File: src/rtl/tcb_lib_register_request_if.sv
// TCB request/response bundle used on both the manager and subordinate side of the register slice.
interface tcb_lib_register_request_if #(
    parameter int unsigned ADR = 32,
    parameter int unsigned DAT = 32,
    parameter int unsigned BEN = DAT/8
);
    logic           vld;
    logic           rdy;
    logic           wen;
    logic [ADR-1:0] adr;
    logic [BEN-1:0] ben;
    logic [DAT-1:0] wdt;
    logic           rsp;
    logic [DAT-1:0] rdt;
    logic           err;

    modport master (
        output vld, wen, adr, ben, wdt,
        input  rdy, rsp, rdt, err
    );

    modport slave (
        input  vld, wen, adr, ben, wdt,
        output rdy, rsp, rdt, err
    );
endinterface

File: src/rtl/tcb_lib_register_request.sv
// TCB request-path register slice with DLY-deep response tracking.
// Define TCB_LIB_REGISTER_REQUEST_SKID_EN for the 2-entry skid buffer with registered man_rdy.
module tcb_lib_register_request #(
    parameter int unsigned ADR = 32,
    parameter int unsigned DAT = 32,
    parameter int unsigned BEN = DAT/8,
    parameter int unsigned DLY = 1
)(
    input  logic                        clk,
    input  logic                        rst,
    tcb_lib_register_request_if.slave   man,
    tcb_lib_register_request_if.master  sub
);

    typedef struct packed {
        logic           wen;
        logic [ADR-1:0] adr;
        logic [BEN-1:0] ben;
        logic [DAT-1:0] wdt;
    } req_t;

    req_t man_req;
    req_t out_q;
    logic man_rdy;
    logic man_trn;
    logic sub_trn;
    logic ld_out;
    logic rsp;
    logic rsp_wen;

    assign man_req = {man.wen, man.adr, man.ben, man.wdt};
    assign man_trn = man.vld & man_rdy;
    assign sub_trn = sub.vld & sub.rdy;
    assign man.rdy = man_rdy;

`ifdef TCB_LIB_REGISTER_REQUEST_SKID_EN

    typedef enum logic [1:0] {EMPTY, ONE, TWO} state_t;

    state_t state_q;
    state_t state_d;
    req_t   skd_q;
    logic   ld_skd;
    logic   mv_skd;
    logic   rdy_q;

    // rdy_q is precomputed from the next state so man_rdy never sees sub_rdy combinationally
    always_ff @(posedge clk or negedge rst) begin
        if (!rst) begin
            state_q <= EMPTY;
            rdy_q   <= 1'b1;
        end else begin
            state_q <= state_d;
            rdy_q   <= (state_d != TWO);
        end
    end

    always_comb begin
        state_d = state_q;
        ld_out  = 1'b0;
        ld_skd  = 1'b0;
        mv_skd  = 1'b0;
        case (state_q)
            EMPTY: begin
                if (man_trn) begin
                    state_d = ONE;
                    ld_out  = 1'b1;
                end
            end
            ONE: begin
                if (man_trn && sub_trn) begin
                    ld_out = 1'b1;
                end else if (man_trn) begin
                    state_d = TWO;
                    ld_skd  = 1'b1;
                end else if (sub_trn) begin
                    state_d = EMPTY;
                end
            end
            TWO: begin
                if (sub_trn) begin
                    state_d = ONE;
                    mv_skd  = 1'b1;
                end
            end
            default: state_d = EMPTY;
        endcase
    end

    always_ff @(posedge clk or negedge rst) begin
        if (!rst) begin
            out_q <= '0;
            skd_q <= '0;
        end else begin
            if (ld_out) begin
                out_q <= man_req;
            end else if (mv_skd) begin
                out_q <= skd_q;
            end
            if (ld_skd) begin
                skd_q <= man_req;
            end
        end
    end

    assign man_rdy = rdy_q;

`else

    typedef enum logic {EMPTY, FULL} state_t;

    state_t state_q;
    state_t state_d;

    always_ff @(posedge clk or negedge rst) begin
        if (!rst) begin
            state_q <= EMPTY;
        end else begin
            state_q <= state_d;
        end
    end

    always_comb begin
        state_d = state_q;
        ld_out  = 1'b0;
        if (man_trn) begin
            state_d = FULL;
            ld_out  = 1'b1;
        end else if (sub_trn) begin
            state_d = EMPTY;
        end
    end

    always_ff @(posedge clk or negedge rst) begin
        if (!rst) begin
            out_q <= '0;
        end else if (ld_out) begin
            out_q <= man_req;
        end
    end

    assign man_rdy = (state_q != FULL) | sub.rdy;

`endif

    assign sub.vld = (state_q != EMPTY);
    assign sub.wen = out_q.wen;
    assign sub.adr = out_q.adr;
    assign sub.ben = out_q.ben;
    assign sub.wdt = out_q.wdt;

    // every stage shifts each cycle, so the pipeline cannot overflow
    generate
        if (DLY == 0) begin : g_rsp_comb
            assign rsp     = sub_trn;
            assign rsp_wen = out_q.wen;
        end else begin : g_rsp_pipe
            logic [DLY:1] rsp_pipe;
            logic [DLY:1] wen_pipe;

            always_ff @(posedge clk or negedge rst) begin
                if (!rst) begin
                    rsp_pipe <= '0;
                    wen_pipe <= '0;
                end else begin
                    rsp_pipe[1] <= sub_trn;
                    wen_pipe[1] <= out_q.wen;
                    for (int i = 2; i <= DLY; i++) begin
                        rsp_pipe[i] <= rsp_pipe[i-1];
                        wen_pipe[i] <= wen_pipe[i-1];
                    end
                end
            end

            assign rsp     = rsp_pipe[DLY];
            assign rsp_wen = wen_pipe[DLY];
        end
    endgenerate

    assign man.rsp = rsp;
    assign man.rdt = (rsp && !rsp_wen) ? sub.rdt : '0;
    assign man.err = sub.err & rsp;

    // the subordinate side carries no response strobe
    logic unused_sub_rsp;
    assign unused_sub_rsp = sub.rsp;

endmodule

File: src/flat_wrapper.sv
// flat-port wrapper written by rule: the top's interface ports become plain ports
module tcb_lib_register_request_flat 
#(
    parameter int unsigned ADR = 32,
    parameter int unsigned DAT = 32,
    parameter int unsigned BEN = DAT/8,
    parameter int unsigned DLY = 1
)
  (clk, rst, man_vld, man_wen, man_adr, man_ben, man_wdt, man_rdy, man_rsp, man_rdt, man_err, sub_vld, sub_wen, sub_adr, sub_ben, sub_wdt, sub_rdy, sub_rsp, sub_rdt, sub_err);
  tcb_lib_register_request_if #(.ADR(ADR), .DAT(DAT), .BEN(BEN)) man_i ();
  tcb_lib_register_request_if #(.ADR(ADR), .DAT(DAT), .BEN(BEN)) sub_i ();
  input  logic clk;
  input  logic rst;
  input wire logic [$bits(man_i.vld)-1:0] man_vld;
  input wire logic [$bits(man_i.wen)-1:0] man_wen;
  input wire logic [$bits(man_i.adr)-1:0] man_adr;
  input wire logic [$bits(man_i.ben)-1:0] man_ben;
  input wire logic [$bits(man_i.wdt)-1:0] man_wdt;
  output wire logic [$bits(man_i.rdy)-1:0] man_rdy;
  output wire logic [$bits(man_i.rsp)-1:0] man_rsp;
  output wire logic [$bits(man_i.rdt)-1:0] man_rdt;
  output wire logic [$bits(man_i.err)-1:0] man_err;
  output wire logic [$bits(sub_i.vld)-1:0] sub_vld;
  output wire logic [$bits(sub_i.wen)-1:0] sub_wen;
  output wire logic [$bits(sub_i.adr)-1:0] sub_adr;
  output wire logic [$bits(sub_i.ben)-1:0] sub_ben;
  output wire logic [$bits(sub_i.wdt)-1:0] sub_wdt;
  input wire logic [$bits(sub_i.rdy)-1:0] sub_rdy;
  input wire logic [$bits(sub_i.rsp)-1:0] sub_rsp;
  input wire logic [$bits(sub_i.rdt)-1:0] sub_rdt;
  input wire logic [$bits(sub_i.err)-1:0] sub_err;
  assign man_i.vld = man_vld;
  assign man_i.wen = man_wen;
  assign man_i.adr = man_adr;
  assign man_i.ben = man_ben;
  assign man_i.wdt = man_wdt;
  assign man_rdy = man_i.rdy;
  assign man_rsp = man_i.rsp;
  assign man_rdt = man_i.rdt;
  assign man_err = man_i.err;
  assign sub_vld = sub_i.vld;
  assign sub_wen = sub_i.wen;
  assign sub_adr = sub_i.adr;
  assign sub_ben = sub_i.ben;
  assign sub_wdt = sub_i.wdt;
  assign sub_i.rdy = sub_rdy;
  assign sub_i.rsp = sub_rsp;
  assign sub_i.rdt = sub_rdt;
  assign sub_i.err = sub_err;
  tcb_lib_register_request #(.ADR(ADR), .DAT(DAT), .BEN(BEN), .DLY(DLY)) u_core (.clk(clk), .rst(rst), .man(man_i), .sub(sub_i));
endmodule
File: config.mk
export PLATFORM = sky130hd
export DESIGN_NAME = tcb_lib_register_request_flat
export DESIGN_NICKNAME = d
export VERILOG_FILES = /design/src/rtl/tcb_lib_register_request_if.sv /design/src/rtl/tcb_lib_register_request.sv /design/src/flat_wrapper.sv
export SDC_FILE = /design/constraint.sdc
export NUM_CORES = 1
export LEC_CHECK = 0
export BUFFER_PORTS_ARGS = -buffer_cell sky130_fd_sc_hd__buf_2
export CAP_MARGIN = 20
export CORE_UTILIZATION = 35
export DETAILED_ROUTE_END_ITERATION = 16
export PLACE_DENSITY = 0.72
export SETUP_SLACK_MARGIN = 0.02
export SLEW_MARGIN = 20
export SYNTH_ARGS = -nofsm -noshare
export SYNTH_HDL_FRONTEND = slang
export SYNTH_SLANG_ARGS = --single-unit
File: constraint.sdc
create_clock -name clk -period 3.26 [get_ports clk]
set_input_delay 0.326 -clock clk [delete_from_list [all_inputs] [get_ports clk]]
set_output_delay 0.326 -clock clk [all_outputs]
set_load 0.03 [all_outputs]
==> impl_metrics.csv, run 1 <==
group,metric,value,unit
layout,finalNetCount,508,
setup_path,required,2930,ps
global_routing,grt_remaining_overflow,0,
route,highest_layer,"met4",
floorplanning,io-pin-count,212,
layout,most-common-layout-cells,"sky130_fd_sc_hd__buf_2, sky130_fd_sc_hd__dfrtp_1, sky130_fd_sc_hd__mux2_2, sky130_fd_sc_hd__and2_1, sky130_fd_sc_hd__mux2_4",
cts,cts_buffers,9,
global_routing,via_count_of_the_first_global_routing_pass,2289,
cts,cts_root_buf,"sky130_fd_sc_hd__clkbuf_8",
setup_path,timing.critical_path.max_delay_family,"buffers and inverters",
layout,final_common_cell,"sky130_fd_sc_hd__buf_2",
worst_hold_path,min-delay-path-class,"input port to asynchronous set/reset pin",
route,drt-wirelength-per-cell,13.8,µm
route,ant_nets,0,
timing,number_of_max_slew_violations_in_the_final_report,0,
timing,slew_headroom,0.360,
timing,report.final.setup_viol,0,
timing,setup_tns,0,ps
place,portBuffers,210,
route,drc,0,
floorplanning,initial_core_util,0.371,
layout,post_route_cells_drive_above_1_share,0.732,
synth,synth-seq-area-share,0.616,
power_and_ir_drop,p_per_area,621,mW/mm²
setup_path,cp.arrival,1450,ps
route,wirelength,7010,µm
synth,synth_cell_types,11,
floorplanning,floorplan.die.width,93.4,µm
route,dr_wl_met2,3770,µm
route,met3_layer_wire_length_in_the_routed_design,630,µm
setup_path,worst-path-buf-inv,2,
timing,finalClockSkew,5.01,ps
timing,fin_crit_sh,0.544,
synth,per_instance_average_area_after_synthesis,15.5,µm²
global_routing,global_route.usage.total,0.160,
timing,timing_worst_slew_pin_value,960,ps
cts,cts_max_path_buffers,2,
global_routing,grt_first_pass_wirelength,10600,µm
cts,clock_sinks,72,
timing,rsz_0062_raised_after_global_routing,"no",
global_routing,grt_antenna_before_repair,0,
place,place_congestion,0.710,
flow_run,max_cap_viol_count,0,
route,vias,2249,
layout,antenna-diode-count,0,
setup_path,timing_worst_setup_path_type,"register to primary output",
synth,ys.warnings.count,0,
timing,timing.final.hold_violations,0,
cts,cts-htree-levels,3,
synth,synth_fp_nets,296,
floorplanning,floorplan.die_area,0.00873,mm²
timing,maxClockFrequency,564,MHz
power_and_ir_drop,worst_ir_drop_on_vdd,361,µV
global_routing,pin_count_of_the_biggest_net_entering_global_routing,73,
setup_path,slowest_delay,390,ps
cts,cts.repair.resized,0,
synth,syn_area,0.00293,mm²
floorplanning,floorplan.core_area,0.00789,mm²
cts,clkTransAtPathRegs,80,ps
setup_path,critical_path.endpoint_type,"primary output",
cts,insertion_delay,330,ps
cts,tritoncts,"done",
cts,hold_buffers,0,
power_and_ir_drop,power.total,2660,µW
place,dp_hpwl,5290,µm
setup_path,worst_path_max_delay_cell,"sky130_fd_sc_hd__dfrtp_1",
setup_path,kind_of_start_point_of_the_critical_path,"register",
floorplanning,placement_rows,32,
route,wl_met1,2510,µm
route,dr.first_iter.drc_count,35,
layout,post_layout_nonfiller_instances,508,
synth,syn-instance-count,189,
layout,areaGrowthSynthToFinish,46.7,%
status,outcome,"finished clean",
route,firstDrtPassIters,2,
power_and_ir_drop,leakage,0.00228,µW
place,placed_cells_incl_taps,492,
cts,cts_setup_buffers,0,
route,ratio_of_routed_vias_to_standard_cells,4.43,
floorplanning,die_h,93.4,µm
setup_path,crit_chain,"nor2b_1, buf_4, and2_1, buf_2",
synth,synth_seq_cells,72,
setup_path,critPathMaxFanout,32,
timing,finalWorstPathRequiredPeriod,1770,ps
-- Yosys cell counts --
master	n	share of area
sky130_fd_sc_hd__dfrtp_1	72	0.62
sky130_fd_sc_hd__mux2_2	59	0.23
sky130_fd_sc_hd__and2_1	34	0.073
sky130_fd_sc_hd__mux2_4	10	0.051
sky130_fd_sc_hd__buf_2	5	0.0086
sky130_fd_sc_hd__clkbuf_1	3	0.0038
sky130_fd_sc_hd__buf_6	2	0.0077
sky130_fd_sc_hd__nand2_4	1	0.0038
sky130_fd_sc_hd__nand2b_1	1	0.0021
sky130_fd_sc_hd__nand2b_4	1	0.0047
sky130_fd_sc_hd__nor2b_1	1	0.0021
-- stage by stage --
stage / cell area, µm² / setup WS, ps / util / hold slack, ps
global route: 4290 / 1320 / 0.544 / 180
detailed placement: 4060 / 1370 / 0.514 / 395
floorplan: 2930 / 1640 / - / 30.4
CTS: 4290 / 1440 / 0.544 / 142
finish: 4290 / 1490 / 0.544 / 117
global placement: 4060 / 1420 / 0.514 / 377
-- area by class of cell --
class / instances / area, µm²
Fill cell: 698 / 3600
Sequential cell: 72 / 1800
Multi-Input combinational cell: 107 / 1060
Timing Repair Buffer: 211 / 1060
Clock buffer: 10 / 128
Tap cell: 102 / 128
Clock inverter: 6 / 108
-- registers in the layout, summed over array words and instances, names as in the netlist --
signal                      flops
u_core.sub.adr                 32
u_core.sub.wdt                 32
u_core.sub.ben                  4
u_core.g_rsp_pipe.wen_pipe      1
u_core.man.rsp                  1
u_core.sub.vld                  1
u_core.sub.wen                  1
-- power breakdown --
group / internal, µW / switching (µW) / total, µW
logic: 280 / 469 / 749
registers: 1020 / 60.8 / 1080
clock network: 506 / 326 / 833
-- routing by layer --
| layer | up-vias | global-route usage |
|---|---|---|
| met2 | 118 | 0.294 |
| met4 | 0 | 0.0538 |
| li1 | 1059 | - |
| met3 | 10 | 0.0602 |
| met5 | - | 0 |
| met1 | 1062 | 0.168 |
-- kinds of logic (layout without fill, tap and decap cells) --
kind of cell           count (synthesis)  in the layout  synth area share
flip-flops                            72             72             0.616
buffers and inverters                 10            227            0.0201
multiplexers                          69             69             0.278
AND/OR/NAND/NOR                       38             38            0.0855
-- worst paths after layout --
check,start,endpoint,slack (ps),cells past startpoint
worst max register to register,u_core.sub.vld,u_core.sub.adr[5],1500,3
worst max-delay path,u_core.man.rsp,man_rdt[11],1490,4
worst min register to register,u_core.sub.wen,u_core.g_rsp_pipe.wen_pipe,410,0
max in group asynchronous,rst,u_core.sub.vld,2570,1
worst min-delay path,rst,u_core.sub.adr[21],120,1
min in group clk,man_adr[23],u_core.sub.adr[23],220,2
Note: power is estimated with default switching activity, not from simulation.
==> inputs of run 2 (changes only) <==
ABC_AREA = 1   (was not set)
PLACE_DENSITY = 0.73   (was 0.72)
clock period = 1.6 ns   (was 3.26 ns; I/O delays follow)
==> run 2 against run 1 <==
Non-clock buffer count rose by 10. Final cell count rose by 38%. Sequential share of layout area decreased by 1.6 points. Core utilization down 3.0 points. Clock skew up 1.1 ps. Flip-flop and latch count unchanged. First-iteration DRC count rose to 3.0 times the previous value.
==> impl_metrics.csv, run 2 <==
group,metric,value,unit
status,outcome,"finished clean",
cts,insertion_delay,330,ps
synth,synthTopCellsByArea,"sky130_fd_sc_hd__dfrtp_1, sky130_fd_sc_hd__nand2_1, sky130_fd_sc_hd__nand3_1",
synth,top_post_synthesis_cells_by_count,"sky130_fd_sc_hd__nand2_1, sky130_fd_sc_hd__dfrtp_1, sky130_fd_sc_hd__nand3_1",
floorplanning,die_h,96.6,µm
global_routing,grt.met1_usage,0.200,
global_routing,grt-busiest-layer,"met2",
synth,synth_edf_count,0,
synth,synth-seq-area-share,0.576,
setup_path,kind_of_start_point_of_the_critical_path,"register",
setup_path,crit_chain,"nand2_1, buf_6, nor2_1, buf_2",
route,wirelength,8690,µm
route,vias,3157,
timing,holdWs,46.4,ps
timing,finalClockSkew,6.16,ps
synth,ys.warnings.count,0,
timing,rsz_0062_raised_after_global_routing,"no",
cts,cts_root_buf,"sky130_fd_sc_hd__clkbuf_8",
synth,syn_area,0.00313,mm²
setup_path,required,1440,ps
global_routing,pin_count_of_the_biggest_net_entering_global_routing,49,
layout,utilization_after_layout,0.514,
power_and_ir_drop,p_per_area,1150,mW/mm²
synth,synth-async-reset-ratio,1.00,
setup_path,timing.critical_path.max_delay_family,"buffers and inverters",
global_routing,grt_remaining_overflow,0,
floorplanning,placement_rows,34,
route,ant_nets,0,
route,ratio_of_routed_vias_to_standard_cells,4.52,
synth,post-synth-top-area-cell,"sky130_fd_sc_hd__dfrtp_1",
place,dp_hpwl,6420,µm
floorplanning,io-pin-count,212,
layout,final_common_cell,"sky130_fd_sc_hd__buf_2",
synth,synth_fp_nets,485,
timing,maxClockFrequency,699,MHz
synth,synth_seq_cells,72,
setup_path,critical_path.endpoint_type,"primary output",
floorplanning,floorplan.die_area,0.00932,mm²
cts,tritoncts,"done",
floorplanning,floorplan.core_area,0.00868,mm²
setup_path,timing_worst_setup_path_type,"register to primary output",
layout,design_area,0.00446,mm²
route,drc,0,
setup_path,critPathMaxFanout,32,
power_and_ir_drop,leakage,0.00282,µW
layout,areaGrowthSynthToFinish,42.5,%
place,post_dp_area,0.00423,mm²
flow_run,max_cap_viol_count,0,
synth,synth_cell_types,10,
setup_path,slowest_delay,390,ps
place,portBuffers,210,
floorplanning,initial_core_util,0.361,
power_and_ir_drop,power.total,5150,µW
worst_hold_path,min-delay-path-class,"input port to register",
synth,synth_ff_type,"sky130_fd_sc_hd__dfrtp_1",
cts,clock_sinks,72,
timing,finalWorstPathRequiredPeriod,1430,ps
global_routing,grt_antenna_before_repair,1,
cts,cts_max_path_buffers,2,
timing,number_of_max_slew_violations_in_the_final_report,0,
place,place_congestion,0.719,
route,firstDrtPassIters,4,
layout,post_route_cells_drive_above_1_share,0.402,
synth,syn-instance-count,378,
synth,synthMostInstantiatedCell,"sky130_fd_sc_hd__nand2_1",
global_routing,global_route.usage.met2,0.340,
power_and_ir_drop,worst_ir_drop_on_vdd,585,µV
route,drt-wirelength-per-cell,12.4,µm
setup_path,worst-path-buf-inv,2,
timing,report.final.setup_viol,0,
timing,timing.final.hold_violations,0,
synth,per_instance_average_area_after_synthesis,8.28,µm²
setup_path,cp.arrival,1270,ps
layout,fill_cells,864,
timing,setup_tns,0,ps
global_routing,via_count_of_the_first_global_routing_pass,2823,
cts,cts_buffers,9,
global_routing,global_route.usage.total,0.183,
global_routing,grt_first_pass_wirelength,13000,µm
global_routing,use_met3,0.0516,
layout,finalNetCount,692,
route,dr.first_iter.drc_count,106,
timing,timing_worst_slew_pin_value,515,ps
synth,area_share_of_the_largest_cell_type_after_synthesis,0.576,
cts,cts-htree-levels,3,
layout,most-common-layout-cells,"sky130_fd_sc_hd__buf_2, sky130_fd_sc_hd__nand2_1, sky130_fd_sc_hd__dfrtp_1, sky130_fd_sc_hd__nand3_1, sky130_fd_sc_hd__inv_1",
setup_path,worst_path_max_delay_cell,"sky130_fd_sc_hd__dfrtp_1",
timing,fin_crit_sh,0.894,
timing,slew_headroom,0.657,
cts,clkTransAtPathRegs,70,ps
floorplanning,floorplan.die.width,96.6,µm
-- run 2: per-layer routing --
metal | vias up | routed length, µm
li1 | 1566 | -
met1 | 1439 | 3410
met2 | 138 | 4440
met3 | 14 | 673
met4 | 0 | 157
met5 | - | 0
-- run 2: worst register-to-register path: stages, from the launching register on --
cell,delay [ps]
sky130_fd_sc_hd__dfrtp_1,400
sky130_fd_sc_hd__nand2_2,230
sky130_fd_sc_hd__buf_4,320
sky130_fd_sc_hd__nand3_1,130
sky130_fd_sc_hd__nand2_1,100
-- run 2: report_power, final --
part | internal (µW) | switching [µW]
Clock | 761 | 658
Combinational | 456 | 1080
Sequential | 2070 | 126
-- run 2: per-stage QoR --
step | instances | setup WS (ps)
2_1_floorplan | 378 | 188
3_3_place_gp | 680 | 410
3_5_place_dp | 680 | 360
4_1_cts | 697 | 30.4
5_1_grt | 699 | 21.8
6_report | 699 | 169
-- run 2: final timing paths --
check | from | to | slack, ps | depth (start not counted)
min reg2reg | u_core.sub.wen | u_core.g_rsp_pipe.wen_pipe | 410 | 0
max reg2reg | u_core.sub.vld | u_core.sub.adr[12] | 360 | 4
max | u_core.man.rsp | man_rdt[24] | 170 | 4
min in group asynchronous | rst | u_core.sub.adr[13] | 300 | 2
min | sub_rdy | u_core.man.rsp | 50 | 3
max in group asynchronous | rst | u_core.sub.adr[22] | 710 | 3
-- run 2: repair_timing --
action	4_1_cts	5_1_grt
hold endpoints to repair	32	0
setup endpoints to repair	0	32
setup buffers	0	1
hold buffers	1	0
gates resized for setup	0	3
-- run 2: cell type report --
class	instances	area (µm²)	area share
Antenna cell	1	2.50	0.000561
Clock buffer	11	141	0.0317
Clock inverter	5	56.3	0.0126
Inverter	36	135	0.0303
Multi-Input combinational cell	245	1020	0.228
Sequential cell	72	1800	0.404
Tap cell	108	135	0.0303
Timing Repair Buffer	221	1170	0.262
-- run 2: cell families (layout without fill, tap and decap cells) --
kind of cell           after synthesis  after routing  share of synthesized area
and+or+nand+nor                    245            245                      0.325
DFF                                 72             72                      0.576
buffers and inverters               61            273                     0.0996
other                                0              1                          0
==> inputs of run 3 (changes only) <==
CORE_ASPECT_RATIO = 1.2   (was not set)
PLACE_DENSITY = 0.7   (was 0.73)
clock period = 1.45 ns   (was 1.6 ns; I/O delays follow)
==> run 3 against run 2 <==
Sequential share of layout area decreased by 3.3 points. Largest power group unchanged. Core utilization increased by 5.1 points. Clock power increased by 30%.
==> impl_metrics.csv, run 3 (same netlist as run 2, synthesis figures left out) <==
group,metric,value,unit
power_and_ir_drop,clockPowerShare,0.299,
cts,tritoncts,"done",
setup_path,critical_path.endpoint_type,"primary output",
cts,clock_sinks,72,
status,outcome,"finished clean",
timing,rsz_0062_raised_after_global_routing,"yes",
power_and_ir_drop,p_per_area,1260,mW/mm²
route,ant_nets,0,
power_and_ir_drop,power_switching_share,0.347,
route,drt-wirelength-per-cell,14.6,µm
global_routing,grt_remaining_overflow,0,
cts,clkTransAtPathRegs,60,ps
timing,finalClockSkew,8.44,ps
cts,cts_root_buf,"sky130_fd_sc_hd__clkbuf_8",
power_and_ir_drop,p_int,4010,µW
setup_path,worst-path-buf-inv,2,
floorplanning,io-pin-count,212,
layout,post_route_cells_drive_above_1_share,0.439,
place,dp_hpwl,6920,µm
setup_path,slowest_delay,410,ps
cts,cts-htree-levels,3,
timing,slew_headroom,0.696,
worst_hold_path,min-delay-path-class,"input port to register",
place,place_congestion,0.742,
cts,cts_max_path_buffers,2,
setup_path,worst-r2r-setup-slack,320,ps
timing,number_of_max_slew_violations_in_the_final_report,0,
floorplanning,initial_core_util,0.363,
route,firstDrtPassIters,4,
cts,cts_buffers,9,
flow_run,max_cap_viol_count,0,
floorplanning,floorplan.core_area,0.00861,mm²
route,wirelength,10400,µm
layout,final_common_cell,"sky130_fd_sc_hd__buf_2",
timing,timing.final.hold_violations,0,
global_routing,via_count_of_the_first_global_routing_pass,3203,
setup_path,timing.critical_path.from,"u_core.man.rsp",
layout,post_layout_nonfiller_instances,713,
timing,finalWorstPathRequiredPeriod,1440,ps
timing,maxClockFrequency,695,MHz
layout,most-common-layout-cells,"sky130_fd_sc_hd__buf_2, sky130_fd_sc_hd__nand2_1, sky130_fd_sc_hd__dfrtp_1, sky130_fd_sc_hd__nand3_1, sky130_fd_sc_hd__inv_1",
setup_path,critPathMaxFanout,8,
setup_path,setup.worst_path.end,"man_rdt[16]",
setup_path,worst_r2r_startpoint,"u_core.sub.vld",
setup_path,timing.critical_path.max_delay_family,"flip-flops",
timing,fin_crit_sh,0.992,
timing,holdWs,22.6,ps
floorplanning,die_h,106,µm
power_and_ir_drop,leakage,0.00293,µW
global_routing,grt_first_pass_wirelength,15300,µm
place,portBuffers,210,
layout,fill_cells,818,
global_routing,grt_antenna_before_repair,2,
cts,insertion_delay,350,ps
global_routing,global_route.usage.total,0.221,
setup_path,crit_chain,"nand2_4, clkbuf_16, nor2_1, buf_4",
timing,timing_worst_slew_pin_value,456,ps
setup_path,timing_worst_setup_path_type,"register to primary output",
floorplanning,floorplan.die.width,88.3,µm
power_and_ir_drop,sequential_share_of_power,0.396,
route,ratio_of_routed_vias_to_standard_cells,4.57,
floorplanning,placement_rows,37,
layout,finalNetCount,697,
timing,report.final.setup_viol,0,
setup_path,kind_of_start_point_of_the_critical_path,"register",
floorplanning,floorplan.die_area,0.00932,mm²
route,drc,0,
setup_path,worst_path_max_delay_cell,"sky130_fd_sc_hd__dfrtp_1",
setup_path,critical_path_depth,4,
route,dr.first_iter.drc_count,149,
place,placed_cells_incl_taps,688,
setup_path,cp.arrival,1290,ps
global_routing,pin_count_of_the_biggest_net_entering_global_routing,46,
layout,areaGrowthSynthToFinish,55.3,%
power_and_ir_drop,switching_power,2130,µW
power_and_ir_drop,worst_ir_drop_on_vdd,591,µV
setup_path,r2r-end,"u_core.sub.wdt[5]",
power_and_ir_drop,comb_power_share,0.305,
setup_path,required,1310,ps
route,vias,3258,
setup_path,timing.reg2reg.worst_path_depth,4,
run 3: cell types whose count changed in the layout (fill, tap and decap cells not counted), moves of 2 or more:
cell                        change
sky130_fd_sc_hd__buf_2         -32
sky130_fd_sc_hd__buf_6         +18
sky130_fd_sc_hd__nor2_1        -18
sky130_fd_sc_hd__buf_4         +14
sky130_fd_sc_hd__nor2_2        +14
sky130_fd_sc_hd__nor2_4         +4
sky130_fd_sc_hd__buf_12         +2
sky130_fd_sc_hd__bufbuf_16      +2
sky130_fd_sc_hd__clkbuf_8       +2
sky130_fd_sc_hd__clkinv_2       -2
sky130_fd_sc_hd__nand2_4        +2
run 3: worst min path at each step:
| stage | cells after the start | startpoint | slack (ps) | end |
|---|---|---|---|---|
| floorplan | 0 | rst | -150 | u_core.g_rsp_pipe.wen_pipe |
| global placement | 1 | rst | -50 | u_core.sub.wdt[1] |
| detailed placement | 1 | rst | -40 | u_core.sub.wdt[0] |
| CTS | 3 | sub_rdy | 3 | u_core.man.rsp |
| global route | 3 | man_adr[24] | 10 | u_core.sub.adr[24] |
| finish | 3 | sub_rdy | 20 | u_core.man.rsp |
run 3: what timing repair did:
action	CTS	global route
setup buffers	0	3
setup endpoints to repair	33	33
hold buffers	1	0
endpoints found under the hold margin	72	0
cloned	2	2
resized for setup	36	44
pin swaps	0	1
run 3: metal layers:
layer,track usage,vias to the layer above,share of wire
met4,0.0968,2,0.020
met3,0.0705,16,0.085
met1,0.253,1516,0.41
met5,0,-,0.0013
li1,-,1575,-
met2,0.373,149,0.48
run 3: power by group through the flow:
stage               Sequential [µW]  Clock, µW  Combinational [µW]
finish                         2430       1840                1870
global route                   2460       1990                2020
CTS                            2430       1890                1800
detailed placement             2460          0                1710
global placement               2450          0                1690
floorplan                      3010          0                 541
run 3: stage by stage:
step,power [µW],cell area [µm²],TNS (ps),util,worst slack (ps)
after floorplan,3550,3130,0,-,53.2
after global placement,4140,4250,0,0.494,246
after detailed placement,4180,4250,0,0.494,229
after CTS,6120,4650,0,0.540,19.1
after global routing,6470,4860,-515,0.564,-55.3
final,6140,4860,0,0.564,11.7
run 3: worst reg2reg max path, delay by kind of cell, from the launching register on:
family	cells	cell delay, ps
buf+inv	1	350
flops	1	420
simple gates	3	310
run 3: cell type report:
class	instances	area, µm²	share of cell area
Clock buffer	14	173	0.0355
Inverter	36	135	0.0278
Sequential cell	72	1800	0.371
Timing Repair Buffer	226	1450	0.298
Antenna cell	1	2.50	0.000515
Tap cell	117	146	0.0301
Multi-Input combinational cell	245	1090	0.225
Clock inverter	2	60.1	0.0124
